===== src/rtl/pe_weight_bank.sv =====
// Weight/bias store for one PE: decodes the packed write bus, tracks which taps and biases
// are loaded, and returns a full kernel word plus bias one cycle after each read request.
module pe_weight_bank #(
    parameter int IN_CHANNEL  = 2,
    parameter int OUT_CHANNEL = 4,
    parameter int KERNEL_PTS  = 9,
    parameter int W_WIDTH     = 8,
    parameter int B_WIDTH     = 16,
    localparam int NPOS       = IN_CHANNEL * KERNEL_PTS,
    localparam int CH_W       = (OUT_CHANNEL > 1) ? $clog2(OUT_CHANNEL) : 1
) (
    input  logic                     clk,
    input  logic                     rst_n,
    input  logic                     weight_wr_en,
    input  logic [31:0]              weight_wr_addr,
    input  logic [B_WIDTH-1:0]       weight_wr_data,
    output logic                     wr_ack,
    output logic                     wr_err,
    output logic                     err_sticky,
    input  logic                     rd_req,
    input  logic [CH_W-1:0]          rd_ch,
    output logic                     rd_valid,
    output logic [W_WIDTH*NPOS-1:0]  rd_kernel,
    output logic [B_WIDTH-1:0]       rd_bias,
    output logic                     bank_ready
);

    localparam int POS_W = (NPOS > 1) ? $clog2(NPOS) : 1;
    localparam logic [7:0] OUT_CH8 = 8'(OUT_CHANNEL);
    localparam logic [7:0] NPOS8 = 8'(NPOS);
    localparam logic [POS_W-1:0] LAST_POS = POS_W'(NPOS - 1);
    localparam logic [CH_W-1:0] LAST_CH = CH_W'(OUT_CHANNEL - 1);

    logic [W_WIDTH-1:0] kmem [OUT_CHANNEL][NPOS];
    logic [B_WIDTH-1:0] bmem [OUT_CHANNEL];

    logic [NPOS-1:0] tap_flag [OUT_CHANNEL];
    logic [NPOS-1:0] tap_next [OUT_CHANNEL];
    logic [OUT_CHANNEL-1:0] bias_flag, bias_next;
    logic ready_next;

    logic [CH_W-1:0] ptr_ch;
    logic [POS_W-1:0] ptr_pos;

    logic [7:0] cmd_type, a_ch8, a_pos8, ctrl;
    logic [CH_W-1:0] a_ch, k_ch;
    logic [POS_W-1:0] a_pos, k_pos;
    logic ch_in, pos_in;
    logic acc, rej, k_we, b_we, ptr_step, ptr_load, flags_clr, sticky_clr;
    logic unused_ctrl_bits;

    logic [2**CH_W-1:0] ch_ok;
    logic rd_bad;
    logic [W_WIDTH*NPOS-1:0] rd_word;

    assign cmd_type = weight_wr_addr[31:24];
    assign a_ch8    = weight_wr_addr[23:16];
    assign a_pos8   = weight_wr_addr[15:8];
    assign ctrl     = weight_wr_addr[7:0];
    assign a_ch     = a_ch8[CH_W-1:0];
    assign a_pos    = a_pos8[POS_W-1:0];
    assign ch_in    = (a_ch8 < OUT_CH8);
    assign pos_in   = (a_pos8 < NPOS8);
    assign unused_ctrl_bits = ^ctrl[7:3];

    // A rejected command, including a CTRL with an out-of-range pointer load, changes nothing.
    always_comb begin
        acc        = 1'b0;
        rej        = 1'b0;
        k_we       = 1'b0;
        b_we       = 1'b0;
        k_ch       = a_ch;
        k_pos      = a_pos;
        ptr_step   = 1'b0;
        ptr_load   = 1'b0;
        flags_clr  = 1'b0;
        sticky_clr = 1'b0;
        if (weight_wr_en) begin
            case (cmd_type)
                8'h00: begin
                    if (ch_in && pos_in) begin
                        acc  = 1'b1;
                        k_we = 1'b1;
                    end else begin
                        rej = 1'b1;
                    end
                end
                8'h01: begin
                    if (ch_in) begin
                        acc  = 1'b1;
                        b_we = 1'b1;
                    end else begin
                        rej = 1'b1;
                    end
                end
                8'h02: begin
                    acc      = 1'b1;
                    k_we     = 1'b1;
                    k_ch     = ptr_ch;
                    k_pos    = ptr_pos;
                    ptr_step = 1'b1;
                end
                8'h03: begin
                    if (ctrl[1] && !(ch_in && pos_in)) begin
                        rej = 1'b1;
                    end else begin
                        acc        = 1'b1;
                        flags_clr  = ctrl[0];
                        ptr_load   = ctrl[1];
                        sticky_clr = ctrl[2];
                    end
                end
                default: rej = 1'b1;
            endcase
        end
    end

    always_comb begin
        tap_next  = tap_flag;
        bias_next = bias_flag;
        if (flags_clr) begin
            for (int c = 0; c < OUT_CHANNEL; c++) tap_next[c] = '0;
            bias_next = '0;
        end
        if (k_we) tap_next[k_ch][k_pos] = 1'b1;
        if (b_we) bias_next[a_ch] = 1'b1;
        ready_next = &bias_next;
        for (int c = 0; c < OUT_CHANNEL; c++) ready_next = ready_next & (&tap_next[c]);
    end

    always_comb begin
        ch_ok = '0;
        for (int i = 0; i < 2**CH_W; i++) ch_ok[i] = (i < OUT_CHANNEL);
    end

    assign rd_bad = !ch_ok[rd_ch];

    always_comb begin
        rd_word = '0;
        for (int p = 0; p < NPOS; p++) rd_word[p*W_WIDTH +: W_WIDTH] = kmem[rd_ch][p];
    end

    // Storage is not reset; writes are held off while reset is asserted so nothing lands half-done.
    always_ff @(posedge clk) begin
        if (rst_n && k_we) kmem[k_ch][k_pos] <= weight_wr_data[W_WIDTH-1:0];
        if (rst_n && b_we) bmem[a_ch] <= weight_wr_data;
    end

    always_ff @(posedge clk or negedge rst_n) begin
        if (!rst_n) begin
            wr_ack     <= 1'b0;
            wr_err     <= 1'b0;
            err_sticky <= 1'b0;
            rd_valid   <= 1'b0;
            rd_kernel  <= '0;
            rd_bias    <= '0;
            bank_ready <= 1'b0;
            bias_flag  <= '0;
            ptr_ch     <= '0;
            ptr_pos    <= '0;
            for (int c = 0; c < OUT_CHANNEL; c++) tap_flag[c] <= '0;
        end else begin
            wr_ack     <= acc;
            wr_err     <= rej;
            tap_flag   <= tap_next;
            bias_flag  <= bias_next;
            bank_ready <= ready_next;
            if (rej || (rd_req && rd_bad)) err_sticky <= 1'b1;
            else if (sticky_clr) err_sticky <= 1'b0;
            if (ptr_load) begin
                ptr_ch  <= a_ch;
                ptr_pos <= a_pos;
            end else if (ptr_step) begin
                if (ptr_pos == LAST_POS) begin
                    ptr_pos <= '0;
                    ptr_ch  <= (ptr_ch == LAST_CH) ? '0 : ptr_ch + 1'b1;
                end else begin
                    ptr_pos <= ptr_pos + 1'b1;
                end
            end
            rd_valid <= rd_req;
            if (rd_req) begin
                rd_kernel <= rd_bad ? '0 : rd_word;
                rd_bias   <= rd_bad ? '0 : bmem[rd_ch];
            end
        end
    end

endmodule


===== config.mk =====
export PLATFORM = sky130hd
export DESIGN_NAME = pe_weight_bank
export DESIGN_NICKNAME = d
export VERILOG_FILES = /design/src/rtl/pe_weight_bank.sv
export SDC_FILE = /design/constraint.sdc
export NUM_CORES = 1
export LEC_CHECK = 0
export BUFFER_PORTS_ARGS = -buffer_cell sky130_fd_sc_hd__buf_2
export CELL_PAD_IN_SITES_DETAIL_PLACEMENT = 1
export CELL_PAD_IN_SITES_GLOBAL_PLACEMENT = 2
export CORE_MARGIN = 3
export CORE_UTILIZATION = 46
export DETAILED_ROUTE_END_ITERATION = 8
export PLACE_DENSITY = 0.81
export SLEW_MARGIN = 25
export SYNTH_ARGS = -nofsm -noshare
export SYNTH_HDL_FRONTEND = slang
export SYNTH_SLANG_ARGS = --single-unit

===== constraint.sdc =====
create_clock -name clk -period 3.5 [get_ports clk]
set_input_delay 0.35 -clock clk [delete_from_list [all_inputs] [get_ports clk]]
set_output_delay 0.35 -clock clk [all_outputs]
set_load 0.05 [all_outputs]

==> impl_metrics.py <==
metrics = {
    "setup_path": {
        "slowest_delay_ps": 600,
        "criticalPathCategory": "reg2reg",
        "cpLargestDelayFamily": "simple AND/OR/NAND/NOR gates",
        "startpoint_type": "register",
        "cp.arrival_ps": 3680,
        "cp-end-kind": "register",
        "cp.depth": 8,
        "critPathMaxFanout": 10,
        "crit_path_top_delay_cell": "nor4_1",
        "reg2reg_depth": 8,
        "cp_cell_sequence": "or4bb_1 -> nor4_1 -> a31oi_1 -> nor2_1 -> nand2_1 -> a22oi_1 -> nand3_1 -> nor4_2",
        "critPathBufInv": 0,
        "cp.required_ps": 4040,
    },
    "route": {
        "drcViolationCount": 0,
        "routed-via-count": 18500,
        "routed_wl_um": 86100,
        "drt_iter0_markers": 1412,
        "antenna_left": 0,
        "wl_per_cell_um": 26.9,
        "via_per_inst": 5.77,
        "drtPass1Iterations": 5,
    },
    "logic_synthesis": {
        "ys.flop_type": "edfxtp_1",
        "synth_nets": 1891,
        "synth_async_sr_flop_share": 0.279,
        "synth_top_family_by_area": "multiplexers",
        "synth_edf_count": 640,
        "synth-compound-area-share": 0.0373,
        "ys_warn_count": 0,
        "synth.cell_area_um2": 34300,
        "ys_types": 69,
        "syn_avg_cell_area_um2": 18.7,
        "syn_inst": 1834,
        "synth-seq-cells": 888,
        "synth-simple-area-share": 0.0457,
        "synthAdderAreaFrac": 0.00109,
        "synth.area.mux_share": 0.161,
        "synth_xor_area_frac": 0,
        "synth_seq_area_share": 0.742,
    },
    "cts": {
        "cts_resized": 0,
        "postCtsSetupBuffers": 0,
        "cts.path.max_buffers": 3,
        "clock_sinks": 888,
        "h-tree-depth": 3,
        "cts_tree": "yes",
        "clk_latency_ps": 660,
        "cts_root_buf": "clkbuf_16",
        "cts_buffers": 92,
        "path_clk_slew_ps": 60,
    },
    "timing": {
        "period_share": 0.898,
        "fin_crit_ps": 3140,
        "holdWs_ps": 13.6,
        "slew_headroom": 0.312,
        "finalSetupViolations": 0,
        "worst_slew_pin_slew_ps": 1030,
        "grt_setup_unrepaired": "false",
        "max_freq_mhz": 318,
        "fin_tns_setup_ps": 0,
        "final.setup_skew_ps": 33.8,
        "final_hold_viol_count": 0,
        "slew_violations": 0,
    },
    "grt": {
        "grt_pass1_vias": 20000,
        "antenna_found_initial": 2,
        "grt_usage": 0.224,
        "grt_max_degree": 148,
        "grt_pass1_wl_um": 131000,
        "overflow": 0,
    },
    "cells_and_area": {
        "finalNetCount": 2219,
        "multiInputGateArea_um2": 8420,
        "syn_to_final_growth_pct": 17.6,
        "seq_area_um2": 25400,
        "diodes": 0,
        "drive_gt1_frac": 0.365,
        "nFillCells": 6666,
    },
    "power": {
        "power.switching_mw": 5.57,
        "clkPwrFrac": 0.423,
        "swShare": 0.239,
        "p_comb_frac": 0.078,
        "leakagePower_nw": 14.6,
        "powerDensity_nw_per_um2": 577,
        "seqPwrFrac": 0.499,
        "p_int_mw": 17.7,
        "ir_drop_uv": 349,
    },
    "die": {
        "floorplan.initialDensity": 0.467,
        "dieArea_um2": 77800,
        "die_w_um": 279,
        "coreArea_um2": 73500,
        "io_pins": 219,
        "die_h_um": 279,
        "row_count": 99,
    },
    "hold_path": {
        "hold_class": "in2reg",
        "holdPathStages": 2,
    },
    "job": {
        "maxCapViolations": 0,
    },
    "placed_design": {
        "port_buffers": 213,
        "hpwl_um": 53100,
        "place.gp.congestion": 0.799,
    },
    "outcome": {
        "status": "finished, final reports clean",
    },
}
-- logic make-up after synthesis --
logic type	count (synthesis)
AO/OA/AOI/OAI	183
adder cells (fa/ha/maj)	3
buffers and inverters	113
flip-flops	888
multiplexers	332
AND/OR/NAND/NOR	315
-- sequential cells by signal, indices dropped and copies added (netlist names) --
name and flops:
rd_kernel 144, tap_flag 72, wr_err 1, bmem 64, wr_ack 1, err_sticky 1, rd_valid 1, ptr_ch 2
bias_flag 4, rd_bias 16, ptr_pos 5, kmem 576, bank_ready 1
-- power by group through the flow --
stage	logic (mW)	clock network, mW	registers [mW]
after floorplan	0.520	0	12.5
after global placement	1.78	0	11.8
after detailed placement	1.83	0	11.8
after CTS	1.85	10.0	11.6
after global routing	1.92	10.5	11.6
final	1.82	9.83	11.6
-- final timing paths --
path                              start            end  slack, ps
setup / recovery             ptr_pos[1]     bank_ready        360
hold / removal             weight_wr_en         wr_err         10
setup reg to reg             ptr_pos[1]     bank_ready        360
hold reg to reg            tap_flag[53]   tap_flag[53]        480
max in group asynchronous         rst_n  rd_kernel[64]       2020
min in group asynchronous         rst_n     rd_bias[1]        190
-- synthesized netlist by cell type, types with 4 or more instances --
library cell    n  area [um2]
edfxtp_1      640       19200
dfrtp_1       248        6210
mux2_2        165        1860
mux4_2        160        3600
nor2_1        132         495
nand2_1        71         267
clkbuf_1       67         251
o21ai_0        48         240
a21o_1         38         285
buf_1          29         109
a21oi_1        15        75.1
nor3_1         15        75.1
inv_1          13        48.8
nand3_1        13        65.1
o21bai_1       12        90.1
a22oi_1        11        82.6
nand4_1         9        56.3
and3_1          7        43.8
nand2b_1        7        43.8
nor3b_1         7        52.6
a22o_1          6        52.6
and2_1          6        37.5
mux2i_1         6        60.1
nor4_1          6        37.5
o31ai_1         6        45.0
or3_1           6        37.5
nor2b_1         5        31.3
or3b_2          5        43.8
a2bb2oi_1       4        35.0
a31oi_1         4        25.0
nor4_2          4        50.1
o22a_1          4        35.0
o32a_1          4        40.0
-- cell usage in the layout (no fill, tap or decap), drive strengths merged, types with 5 or more instances in the layout --
| cell | Yosys | layout |
|---|---|---|
| a22o | 6 | 6 |
| mux2i | 6 | 6 |
| buf | 33 | 325 |
| mux4 | 160 | 160 |
| nor3 | 17 | 17 |
| nor3b | 8 | 8 |
| o21ai | 50 | 50 |
| a21o | 39 | 39 |
| nor2 | 137 | 137 |
| dlygate4sd3 | 0 | 9 |
| nor2b | 5 | 5 |
| mux2 | 166 | 166 |
| a21oi | 15 | 15 |
| dfrtp | 248 | 248 |
| and2 | 6 | 6 |
| clkinv | 0 | 30 |
| nand2b | 7 | 7 |
| o21bai | 12 | 12 |
| nand3 | 14 | 14 |
| bufinv | 0 | 7 |
| inv | 13 | 18 |
| and3 | 7 | 7 |
| nand4 | 10 | 10 |
| edfxtp | 640 | 640 |
| or3 | 6 | 6 |
| a22oi | 12 | 12 |
| nand2 | 71 | 71 |
| nor4 | 11 | 11 |
| o31ai | 6 | 6 |
| clkbuf | 67 | 127 |
| or3b | 5 | 5 |
-- routing by layer --
layer	wire length, um	up-vias	GRT usage
met5	0	-	0
met4	1600	0	0.0558
met3	4340	107	0.0295
met2	44000	530	0.383
met1	36200	9953	0.310
li1	-	7882	-
-- repair_timing --
action | in CTS | in global routing
hold buffers | 9 | 0
setup endpoints to repair | 0 | 0
endpoints found under the hold margin | 69 | 0
-- area by class of cell --
cell class,instances,share of cell area
well taps,959,0.0298
inverters,13,0.00121
flip-flops and latches,888,0.631
repair buffers,334,0.0535
clock inverters,45,0.0122
multi-input cells,833,0.209
clock buffers,127,0.0637
-- metrics by stage --
| step | setup slack, ps | cells | total power [mW] | area [um2] | util |
|---|---|---|---|---|---|
| floorplan | 558 | 1834 | 13.0 | 34300 | - |
| CTS | 341 | 3199 | 23.5 | 40300 | 0.549 |
| finish | 358 | 3199 | 23.3 | 40300 | 0.549 |
| global route | 109 | 3199 | 24.0 | 40300 | 0.549 |
| detailed placement | 118 | 3018 | 13.7 | 37200 | 0.506 |
| global placement | 204 | 3018 | 13.6 | 37100 | 0.506 |
Note: power is estimated with default switching activity, not from simulation.
